`src/rtl/leve_axir_arb.sv`:
```
// Two-to-one AXI read-channel arbiter: ports I and D share one read initiator.
// One burst in flight at a time; the grant is held from address issue to the RLAST beat.
module leve_axir_arb #(
  parameter int unsigned AW = 64,
  parameter int unsigned DW = 64,
  parameter int unsigned RR = 1
) (
  input  logic          CLK,
  input  logic          RSTn,
  input  logic          I_ARVALID,
  output logic          I_ARREADY,
  input  logic [AW-1:0] I_ARADDR,
  input  logic [1:0]    I_ARBURST,
  input  logic [7:0]    I_ARLEN,
  output logic          I_RVALID,
  input  logic          I_RREADY,
  output logic [DW-1:0] I_RDATA,
  output logic          I_RLAST,
  input  logic          D_ARVALID,
  output logic          D_ARREADY,
  input  logic [AW-1:0] D_ARADDR,
  input  logic [1:0]    D_ARBURST,
  input  logic [7:0]    D_ARLEN,
  output logic          D_RVALID,
  input  logic          D_RREADY,
  output logic [DW-1:0] D_RDATA,
  output logic          D_RLAST,
  output logic          M_ARVALID,
  input  logic          M_ARREADY,
  output logic [AW-1:0] M_ARADDR,
  output logic [1:0]    M_ARBURST,
  output logic [7:0]    M_ARLEN,
  input  logic          M_RVALID,
  output logic          M_RREADY,
  input  logic [DW-1:0] M_RDATA,
  input  logic          M_RLAST,
  output logic          GNT_I,
  output logic          GNT_D,
  output logic          ERR
);

  typedef enum logic [1:0] {StIdle, StAddr, StData} state_e;

  state_e     r_state;
  logic       r_gnt_i;
  logic       r_gnt_d;
  logic       r_err;
  logic       r_last_d;
  logic [7:0] r_cnt;

  logic w_in_addr;
  logic w_in_data;
  logic w_tie_d;
  logic w_pick_d;

  assign w_in_addr = (r_state == StAddr);
  assign w_in_data = (r_state == StData);

  // On a tie, round-robin grants the port that was not served last.
  assign w_tie_d  = (RR != 0) ? !r_last_d : 1'b1;
  assign w_pick_d = D_ARVALID & (!I_ARVALID | w_tie_d);

  assign M_ARVALID = w_in_addr & (r_gnt_d ? D_ARVALID : I_ARVALID);
  assign M_ARADDR  = r_gnt_d ? D_ARADDR  : I_ARADDR;
  assign M_ARBURST = r_gnt_d ? D_ARBURST : I_ARBURST;
  assign M_ARLEN   = r_gnt_d ? D_ARLEN   : I_ARLEN;
  assign I_ARREADY = w_in_addr & r_gnt_i & M_ARREADY;
  assign D_ARREADY = w_in_addr & r_gnt_d & M_ARREADY;

  assign M_RREADY = w_in_data & (r_gnt_d ? D_RREADY : I_RREADY);
  assign I_RVALID = w_in_data & r_gnt_i & M_RVALID;
  assign D_RVALID = w_in_data & r_gnt_d & M_RVALID;
  assign I_RDATA  = M_RDATA;
  assign D_RDATA  = M_RDATA;
  assign I_RLAST  = M_RLAST;
  assign D_RLAST  = M_RLAST;

  assign GNT_I = r_gnt_i;
  assign GNT_D = r_gnt_d;
  assign ERR   = r_err;

  always_ff @(posedge CLK or negedge RSTn) begin
    if (!RSTn) begin
      r_state  <= StIdle;
      r_gnt_i  <= 1'b0;
      r_gnt_d  <= 1'b0;
      r_err    <= 1'b0;
      r_last_d <= 1'b1;
      r_cnt    <= 8'd0;
    end else begin
      case (r_state)
        StIdle: begin
          if (I_ARVALID | D_ARVALID) begin
            r_gnt_d <= w_pick_d;
            r_gnt_i <= !w_pick_d;
            r_state <= StAddr;
          end
        end
        StAddr: begin
          if (M_ARVALID & M_ARREADY) begin
            r_cnt   <= M_ARLEN;
            r_state <= StData;
          end
        end
        StData: begin
          if (M_RVALID & M_RREADY) begin
            if (M_RLAST) begin
              if (r_cnt != 8'd0) r_err <= 1'b1;
              r_last_d <= r_gnt_d;
              r_gnt_i  <= 1'b0;
              r_gnt_d  <= 1'b0;
              r_state  <= StIdle;
            end else if (r_cnt == 8'd0) begin
              r_err <= 1'b1;
            end else begin
              r_cnt <= r_cnt - 8'd1;
            end
          end
        end
        default: r_state <= StIdle;
      endcase
    end
  end

endmodule

```
`config.mk`:
```
export PLATFORM = sky130hd
export DESIGN_NAME = leve_axir_arb
export DESIGN_NICKNAME = d
export VERILOG_FILES = /design/src/rtl/leve_axir_arb.sv
export SDC_FILE = /design/constraint.sdc
export NUM_CORES = 1
export LEC_CHECK = 0
export CAP_MARGIN = 20
export CORE_AREA = 3 3 166 168
export CTS_BUF_LIST = sky130_fd_sc_hd__clkbuf_16
export DETAILED_ROUTE_END_ITERATION = 8
export DIE_AREA = 0 0 169 171
export DONT_BUFFER_PORTS = 1
export SLEW_MARGIN = 20
export SYNTH_ARGS = -nofsm -noshare
export SYNTH_HDL_FRONTEND = slang
export SYNTH_SLANG_ARGS = --single-unit
```
`constraint.sdc`:
```
create_clock -name CLK -period 2.4 [get_ports CLK]
set_clock_uncertainty 0.2 [all_clocks]
set_input_delay 0.12 -clock CLK [delete_from_list [all_inputs] [get_ports CLK]]
set_output_delay 0.12 -clock CLK [all_outputs]
set_load 0.1 [all_outputs]
```
Word-level counts from Yosys, hierarchy flattened
Cells that the tools add are included.

Register bits after elaboration: 14. Bits of input ports: 221. Output and inout port bits: 213. Word-level logic and storage cells: 69.

Add/sub/neg operators: 1. Equality and inequality tests: 9. Multiplexer cells: 24. Bitwise operators: 15. Reductions and logical operators: 14.

Operator list (count): 64-bit 2-to-1 mux (1); 8-bit 2-to-1 mux (5); 8-bit one-hot mux with 2 select lines (1); 1-bit AND (13); 4-bit AND reduction (3); 2-bit 2-to-1 mux (5); 1-bit 2-to-1 mux (9); 8-bit logical NOT (1); 2-bit != test, second input constant (4); 8-bit nonzero test (1); 8-bit by 1-bit subtractor with 8-bit output, second input constant (1); 2-bit by 1-bit != test with 1-bit output, second input constant (3); 2-bit one-hot mux with 3 select lines (1); 2-bit nonzero test (3); 5-bit AND reduction (1); 1-bit one-hot mux with 2 select lines (2); 1-bit logical NOT (3); 3-bit AND reduction (1); 2-bit by 1-bit equality test with 1-bit output, second input constant (1); 2-bit equality test, second input constant (1); 2-bit logical NOT (1); 1-bit OR (2).

Logic depth before layout (Yosys ltp)
Gate-level depths: netlist of the first run.

Depth in word-level cells: 6. Mapped depth: 6. Depth with buffers taken out: 6.

Least setup slack after synthesis of the first run
No wires, ideal clock.

Path kind: flip-flop to output port. Start: register r_gnt_d, in the netlist GNT_D. End: output port M_ARVALID. Arrival: 2684 ps. Required time: 2080 ps. Setup slack: -604 ps. Stages on the path, launching flop included: 4. Buffers on the path: 1. Cells stage by stage: dfrtp_1 buf_2 mux2i_1 nor2b_1.

Cells in the longest elaborated chain, start to end: 2.

RTL lines: start: declaration (RTL line 46) `logic r_gnt_d;`; start signal: assignment (RTL line 94) `r_gnt_d <= w_pick_d;`; 1-bit 2-to-1 mux (RTL line 63) `assign M_ARVALID = w_in_addr & (r_gnt_d ? D_ARVALID : I_ARVALID);`; 1-bit AND (RTL line 63); end: declaration (RTL line 28) `output logic M_ARVALID,`.

Every way passes these cells.

Worst setup path after layout of the first run
Start: register r_gnt_d, in the netlist GNT_D. End: register r_gnt_d, in the netlist GNT_D.

Cells in the longest elaborated chain, start to end: 5.

RTL lines: 1-bit 2-to-1 mux (RTL line 70) `assign M_RREADY = w_in_data & (r_gnt_d ? D_RREADY : I_RREADY);`; 1-bit AND (RTL line 70); 1-bit AND (RTL line 106) `if (M_RVALID & M_RREADY) begin`; 2-bit by 1-bit != test with 1-bit output (no line); 4-bit AND reduction (no line).

Every way passes these cells. A chain may end at the register's enable or synchronous reset.

==> impl_metrics.csv, run 1 <==
group,metric,value,unit
status,status,"completed",
setup_path,path_max_fanout,19,
flow_run,cap_viol_max_count,0,
drt,routed_via_density,3.44,
yosys,syn_nets,539,
timing,period_minus_slack,2.24,ns
final_layout,fin_util,0.149,
setup_path,cp-start-kind,"flip-flop",
min_path,hold_path_depth,0,
clock_tree,clock-sinks,14,
setup_path,timing.critical_path.buf_inv,1,
timing,setup_ws,0.162,ns
clock_tree,clock_path_buffers,2,
floorplan,dieArea,28900,µm²
floorplan,coreArea,26100,µm²
clock_tree,cts_setup_buffers,0,
floorplan,rows,59,
yosys,synth_edf_count,0,
yosys,synth_area_per_cell,8.85,µm²
final_layout,area_growth,38.7,%
timing,worst_hold_slack,0.0401,ns
setup_path,r2r_end,"GNT_D",
floorplan,die_w,169,µm
final_layout,stdcell_count,606,
yosys,yosysTopAreaCell,"buf_4",
setup_path,r2r_setup_slack,0.16,ns
yosys,netlist_area,2800,µm²
timing,fin_crit_sh,0.933,
drt,wl_per_cell,21.6,µm
setup_path,worst-r2r-cell-count,5,
yosys,synth_top_area_frac,0.355,
min_path,worstHoldEndpoint,"D_RDATA[51]",
placement,port_buffers,0,
timing,setup_tns,0,ns
placement,place_ws,0.291,ns
global_route,overflow,0,
final_layout,nNetsFinal,494,
floorplan,ios,434,
final_layout,layout-drive-gt1-share,0.633,
setup_path,crit_type,"flip-flop to flip-flop",
timing,fmax,0.447,GHz
timing,rsz0062_at_grt,"no",
global_route,grt_max_degree,55,
timing,hold_viol_final,0,
setup_path,crit_required,2.32,ns
setup_path,crit_slowest_cell,"dfrtp_4",
global_route,grt_pass1_wl,17.0,mm
clock_tree,clk_pin_slew_worst_paths,0.05,ns
clock_tree,cts_tree,"done",
timing,drv_slew,0,
final_layout,final_cell_mix,"mux2_2 (76), buf_12 (72), nand2_1 (14)",
setup_path,cp_top_family,"flip-flops",
drt,vias,2085,
clock_tree,cts_buffers,3,
placement,dp.cells,594,
setup_path,crit_path_max_incr_delay,0.60,ns
pwr,pwr_density_cell,1950,nW/µm²
pwr,leakage,1.51,nW
setup_path,r2r_start,"GNT_D",
clock_tree,clk_latency,0.25,ns
floorplan,dieHeight,171,µm
yosys,synthArstFlopShare,1.00,
yosys,yosys_most_used_dff,"dfrtp_1",
min_path,min_from,"M_RDATA[51]",
timing,worstMarginPinSlew,0.942,ns
clock_tree,cts_root_buf,"clkbuf_16",
min_path,min_path_type,"input port to output pin",
drt,drcViolationCount,0,
yosys,synthCells,316,
drt,antenna_left,0,
drt,drt_iter0_markers,49,
global_route,grt_pass1_vias,2242,
yosys,ys_ff_latch,14,
timing,relSlewSlack,0.372,
final_layout,final_common_cell,"mux2_2",
timing,setup_violations,0,
yosys,yosysWarnings,0,
yosys,ys_seq_area_frac,0.126,
setup_path,cp-startpoint,"GNT_D",
yosys,synth_area_leaders,"buf_4 (35%), mux2_2 (31%), dfrtp_1 (12%)",
pwr,max-vdd-ir-drop,0.000807,V
drt,firstDrtPassIters,4,
yosys,ys_types,44,
global_route,antenna_found_initial,1,
global_route,grtUsageTotal,0.0828,
clock_tree,htree_levels,1,
setup_path,endpoint_kind,"flip-flop",
setup_path,path_cells,"mux2_2 -> nand4_1 -> nand3_1 -> nand2_1 -> dlygate4sd3_1",
drt,drt_wl_total,13.1,mm
placement,gp_congestion,0.741,
floorplan,initial_core_util,0.107,
setup_path,arrival,2.16,ns
placement,hpwl,11.7,mm
==> logic make-up after synthesis <==
group / synth area share
adders and majority gates: 0.00895
DFF: 0.126
AOI/OAI and AO/OA: 0.0833
and+or+nand+nor: 0.0927
buffers and inverters: 0.376
xor gates and xnor gates: 0.00313
muxes: 0.310
==> power by group <==
group	switching (W)	total, W	internal (W)
Combinational	0.00437	0.00665	0.00227
Clock	0.0000991	0.000320	0.000221
Sequential	0.000235	0.000601	0.000366
==> repair_timing <==
action,in CTS,in global routing
hold endpoints to repair,19,0
setup endpoints to repair,0,0
gates resized for setup,0,0
hold buffers,7,0
==> flip-flops by register name, summed over array words and instances (netlist names) <==
signal,flops
GNT_I,1
r_cnt,8
GNT_D,1
r_last_d,1
r_state,2
ERR,1
==> area by class of cell <==
class / count / area [µm²]
clock buffers: 3 / 75.1
well taps: 335 / 419
repair buffers: 92 / 1610
multi-input cells: 156 / 1400
clock inverters: 1 / 3.75
diodes: 1 / 2.50
inverters: 4 / 15.0
flip-flops and latches: 14 / 355
fillers: 2878 / 22200
==> how the worst max path moves through the flow <==
stage / to / slack (ns) / cells past startpoint
floorplan: r_cnt[2] / 0.04 / 5
global placement: r_cnt[4] / 0.32 / 4
detailed placement: r_cnt[4] / 0.29 / 4
CTS: GNT_D / 0.17 / 5
global route: GNT_D / 0.02 / 5
finish: GNT_D / 0.16 / 5
==> cells in the mapped netlist (3+ instances only) <==
cell type,count
clkbuf_1,3
nand3_1,7
mux2_2,76
nand2_1,14
dfrtp_1,13
inv_1,4
and2_1,3
nor2_1,3
o211ai_1,4
nor2b_1,4
buf_2,7
buf_4,132
and3_1,5
==> routing by layer <==
layer	GRT usage	up-vias	part of all wire	wire length (µm)
met4	0.0236	0	0.019	250
met3	0.0330	23	0.12	1580
li1	-	877	-	-
met5	0.0167	-	0	0
met1	0.102	932	0.39	5120
met2	0.133	253	0.47	6160
==> through the flow <==
stage / total power [W] / instance area (µm²)
3_5_place_dp: 0.00725 / 3720
5_1_grt: 0.00783 / 3880
6_report: 0.00757 / 3880
4_1_cts: 0.00764 / 3870
2_1_floorplan: 0.00603 / 2800
3_3_place_gp: 0.00723 / 3720
==> worst register-to-register path, cell delays in order (launching register included) <==
cell,delay (ns)
dfrtp_4,0.60
mux2_2,0.37
nand4_1,0.21
nand3_1,0.14
nand2_1,0.06
dlygate4sd3_1,0.54
No activity file was read; power rests on OpenSTA's default activity.
==> run 2, diff against run 1 <==
HOLD_SLACK_MARGIN = 0.15   (was default)
TNS_END_PERCENT = 30   (was default)
==> impl_metrics.csv, run 2 (same netlist as run 1, synthesis figures left out) <==
group,metric,value,unit
pwr,pwr_density_cell,1650,nW/µm²
final_layout,nNetsFinal,570,
pwr,max-vdd-ir-drop,0.00101,V
clock_tree,clock-sinks,14,
setup_path,crit_required,2.32,ns
final_layout,layout-drive-gt1-share,0.682,
timing,setup_ws,0.191,ns
clock_tree,cts_root_buf,"clkbuf_16",
setup_path,arrival,2.13,ns
floorplan,ios,434,
floorplan,dieHeight,171,µm
clock_tree,clk_pin_slew_worst_paths,0.05,ns
timing,fmax,0.453,GHz
drt,drt_iter0_markers,81,
clock_tree,clock_path_buffers,2,
timing,rsz0062_at_grt,"no",
global_route,grt_pass1_vias,2606,
drt,routed_via_density,3.58,
timing,setup_violations,0,
drt,drcViolationCount,0,
placement,gp_congestion,0.741,
timing,worstMarginPinSlew,0.953,ns
timing,fin_crit_sh,0.920,
pwr,leakage,2.17,nW
drt,vias,2437,
clock_tree,clk_latency,0.25,ns
floorplan,die_w,169,µm
final_layout,final_cell_mix,"buf_12 (136), mux2_2 (75), dlygate4sd3_1 (18)",
global_route,antenna_found_initial,1,
drt,drt_wl_total,14.6,mm
flow_run,cap_viol_max_count,0,
floorplan,dieArea,28900,µm²
floorplan,rows,59,
clock_tree,cts_buffers,3,
final_layout,reg_top3,"r_cnt (8), r_state (2)",
drt,antenna_left,0,
timing,relSlewSlack,0.365,
drt,wl_per_cell,21.5,µm
setup_path,path_max_fanout,19,
final_layout,final_common_cell,"buf_12",
min_path,min_path_type,"input port to async pin",
final_layout,antenna_cells,0,
placement,port_buffers,0,
timing,setup_tns,0,ns
global_route,overflow,0,
clock_tree,cts_setup_buffers,0,
timing,hold_viol_final,0,
status,status,"completed",
setup_path,r2r_setup_slack,0.19,ns
placement,hpwl,11.7,mm
global_route,grtUsageTotal,0.0907,
global_route,grt_max_degree,55,
floorplan,coreArea,26100,µm²
final_layout,largest_register_ffs,8,
pwr,finalPower,0.00875,W
global_route,grt_pass1_wl,19.3,mm
placement,place_ws,0.291,ns
setup_path,cp-start-kind,"flip-flop",
clock_tree,cts_tree,"done",
setup_path,crit_type,"flip-flop to flip-flop",
setup_path,endpoint_kind,"flip-flop",
clock_tree,htree_levels,1,
timing,period_minus_slack,2.21,ns
final_layout,area_growth,89.5,%
final_layout,top_register,"r_cnt",
timing,drv_slew,0,
drt,firstDrtPassIters,4,
floorplan,initial_core_util,0.107,
[run 2: changes by cell type in the layout (fill, tap and decap cells not counted)]
cell,before,now
dlygate4sd3_1,7,18
buf_16,0,1
buf_12,72,136
mux2_2,76,75
mux2_4,0,1
diode_2,1,0
[run 2: final cells by class]
class,count,area [µm²]
Clock buffer,3,75.1
Clock inverter,1,3.75
Fill cell,2777,20800
Inverter,4,15.0
Multi-Input combinational cell,156,1400
Sequential cell,14,355
Tap cell,335,419
Timing Repair Buffer,168,3030
[run 2: power by group]
group          leakage [nW]  switching, W  internal (W)
sequential            0.168      0.000239      0.000365
combinational          1.97       0.00529       0.00254
clock                0.0385      0.000100      0.000221
total                  2.17       0.00563       0.00312
[run 2: worst max-delay path: stages, from the launching register on]
cell and delay [ns]:
dfrtp_4 0.60, mux2_4 0.30, nand4_1 0.20, nand3_1 0.14
o21ai_0 0.08, dlygate4sd3_1 0.57
[run 2: worst paths after layout]
check | start | depth (start not counted) | end
worst max-delay path | GNT_D | 5 | GNT_I
max in group asynchronous | RSTn | 1 | GNT_D
worst max register to register | GNT_D | 5 | GNT_I
min in group CLK | D_RREADY | 4 | r_cnt[7]
worst min-delay path | RSTn | 1 | r_cnt[6]
worst min register to register | r_cnt[1] | 2 | r_cnt[1]
[run 2: timing repair]
item / CTS / global route
resized for setup: 0 / 1
hold buffers: 83 / 0
hold endpoints to repair: 156 / 0
setup endpoints to repair: 0 / 1
[run 2: per-layer routing]
metal,vias up,track usage,wire (µm)
met5,-,0,13
met4,2,0.0159,182
met3,19,0.0282,1510
met2,237,0.160,7560
met1,1149,0.110,5360
li1,1030,-,-
[run 2: per-stage QoR]
| stage | hold WS, ns | util | area [µm²] | instances |
|---|---|---|---|---|
| 2_1_floorplan | -0.376 | - | 2800 | 316 |
| 3_3_place_gp | -0.374 | 0.143 | 3720 | 594 |
| 3_5_place_dp | -0.375 | 0.143 | 3720 | 594 |
| 4_1_cts | 0.180 | 0.203 | 5290 | 681 |
| 5_1_grt | 0.211 | 0.203 | 5300 | 681 |
| 6_report | 0.166 | 0.203 | 5300 | 681 |
==> run 3, diff against run 2 <==
clock period = 2.7 ns   (was 2.4 ns; I/O delays follow)
==> impl_metrics.csv, run 3 (same netlist as run 1, synthesis figures left out) <==
group,metric,value,unit
timing,rsz0062_at_grt,"no",
final_layout,largest_register_ffs,8,
global_route,grt_pass1_vias,2192,
clock_tree,clk_pin_slew_worst_paths,0.05,ns
final_layout,final_cell_mix,"mux2_2 (76), buf_12 (64), buf_4 (16)",
pwr,max-vdd-ir-drop,0.000960,V
placement,hpwl,9.23,mm
global_route,grtUsageTotal,0.0684,
pwr,internal-power,0.00154,W
pwr,power_frac_seq,0.087,
setup_path,cp_top_family,"simple AND/OR/NAND/NOR gates",
final_layout,seqCellArea,355,µm²
drt,antenna_left,0,
final_layout,reg_top3,"r_cnt (8), r_state (2)",
floorplan,initial_core_util,0.107,
timing,setup_ws,0.230,ns
timing,fin_crit_sh,0.915,
setup_path,arrival,2.39,ns
floorplan,die_w,169,µm
setup_path,crit_path_max_incr_delay,0.59,ns
setup_path,r2r_setup_slack,0.23,ns
setup_path,crit_slowest_cell,"or4_4",
floorplan,ios,434,
min_path,worstHoldEndpoint,"r_cnt[3]",
pwr,pwr_density_cell,1620,nW/µm²
flow_run,cap_viol_max_count,0,
timing,period_minus_slack,2.47,ns
timing,setup_tns,0,ns
final_layout,n_fill_cell,2921,
drt,wl_per_cell,19.3,µm
clock_tree,clock_path_buffers,2,
final_layout,top_register,"r_cnt",
floorplan,coreArea,26100,µm²
clock_tree,clock-sinks,14,
global_route,grt_pass1_wl,14.9,mm
setup_path,r2r_start,"r_cnt[5]",
timing,setup_violations,0,
pwr,pwr-share-clk,0.046,
pwr,p_sw_frac,0.750,
min_path,min_path_type,"input port to flip-flop",
min_path,hold_path_depth,4,
clock_tree,cts_root_buf,"clkbuf_16",
floorplan,dieHeight,171,µm
global_route,overflow,0,
placement,place_ws,0.531,ns
timing,fmax,0.405,GHz
final_layout,final_common_cell,"mux2_2",
setup_path,crit_type,"flip-flop to flip-flop",
setup_path,cp-start-kind,"flip-flop",
global_route,antenna_found_initial,2,
timing,hold_viol_final,0,
setup_path,worst-r2r-cell-count,5,
setup_path,r2r_end,"ERR",
drt,drt_iter0_markers,103,
placement,gp_congestion,0.749,
setup_path,endpoint_kind,"flip-flop",
pwr,leakage,1.48,nW
floorplan,rows,59,
clock_tree,clk_latency,0.24,ns
placement,dp.cells,525,
floorplan,dieArea,28900,µm²
final_layout,layout-drive-gt1-share,0.619,
pwr,p_sw,0.00462,W
setup_path,path_max_fanout,4,
timing,relSlewSlack,0.383,
final_layout,nNetsFinal,494,
drt,drt_wl_total,11.7,mm
min_path,min_from,"I_ARLEN[3]",
pwr,finalPower,0.00616,W
setup_path,path_cells,"or4_4 -> nor3_1 -> xor2_1 -> a41o_1 -> dlygate4sd3_1",
clock_tree,cts_buffers,3,
placement,port_buffers,0,
final_layout,multi_input_area,1400,µm²
final_layout,stdcell_count,605,
timing,worstMarginPinSlew,0.925,ns
pwr,power_frac_comb,0.866,
timing,drv_slew,0,
clock_tree,post_cts_resized,0,
clock_tree,cts_tree,"done",
clock_tree,htree_levels,1,
drt,drcViolationCount,0,
setup_path,crit_cells,5,
drt,vias,2108,
final_layout,area_growth,36.1,%
global_route,grt_max_degree,46,
status,status,"completed",
setup_path,crit_required,2.62,ns
final_layout,antenna_cells,0,
drt,routed_via_density,3.48,
drt,firstDrtPassIters,4,
setup_path,timing.critical_path.buf_inv,1,
-- run 3: layout make-up --
type / count / area share
Sequential cell: 14 / 0.0934
Multi-Input combinational cell: 156 / 0.367
Tap cell: 335 / 0.110
Clock buffer: 3 / 0.0197
Timing Repair Buffer: 92 / 0.405
Inverter: 4 / 0.00395
Clock inverter: 1 / 0.000987
-- run 3: metrics by stage --
stage	hold slack, ns	instance area (µm²)	util
6_report	0.129	3800	0.146
5_1_grt	0.196	3800	0.146
4_1_cts	0.169	3800	0.146
3_5_place_dp	-0.360	2310	0.0885
3_3_place_gp	-0.360	2310	0.0885
2_1_floorplan	-0.361	2800	-
-- run 3: repair_timing --
action                    CTS  global route
hold buffers               76             0
hold endpoints to repair  153             0
setup buffers               0             0
-- run 3: how the worst max path moves through the flow --
stage / from / endpoint / slack [ns]
after floorplan: GNT_D / r_cnt[2] / 0.25
after global placement: r_cnt[4] / r_cnt[4] / 0.55
after detailed placement: GNT_D / M_ARADDR[32] / 0.53
after CTS: r_cnt[5] / ERR / 0.22
after global routing: GNT_D / GNT_I / 0.16
final: r_cnt[5] / ERR / 0.23
-- run 3: per-layer routing --
metal	share of wire	vias to the layer above	wire, µm	global-route usage
li1	-	881	-	-
met1	0.38	992	4420	0.0841
met2	0.52	223	6010	0.126
met3	0.092	8	1070	0.0146
met4	0.0095	4	111	0.00882
met5	0.0030	-	35	0
-- run 3: worst register-to-register path: cells and delay by family (launching register included) --
kind | cells | cell delay (ns)
and+or+nand+nor | 2 | 0.86
xor gates and xnor gates | 1 | 0.10
DFF | 1 | 0.40
AOI/OAI and AO/OA | 1 | 0.24
buffers and inverters | 1 | 0.55
-- run 3: power groups by stage --
| stage | registers (W) | logic [W] | clock network (W) |
|---|---|---|---|
| after detailed placement | 0.000543 | 0.00427 | 0 |
| final | 0.000538 | 0.00533 | 0.000285 |
| after CTS | 0.000540 | 0.00535 | 0.000290 |
| after global placement | 0.000536 | 0.00427 | 0 |
| after global routing | 0.000560 | 0.00550 | 0.000299 |
| after floorplan | 0.000558 | 0.00480 | 0 |
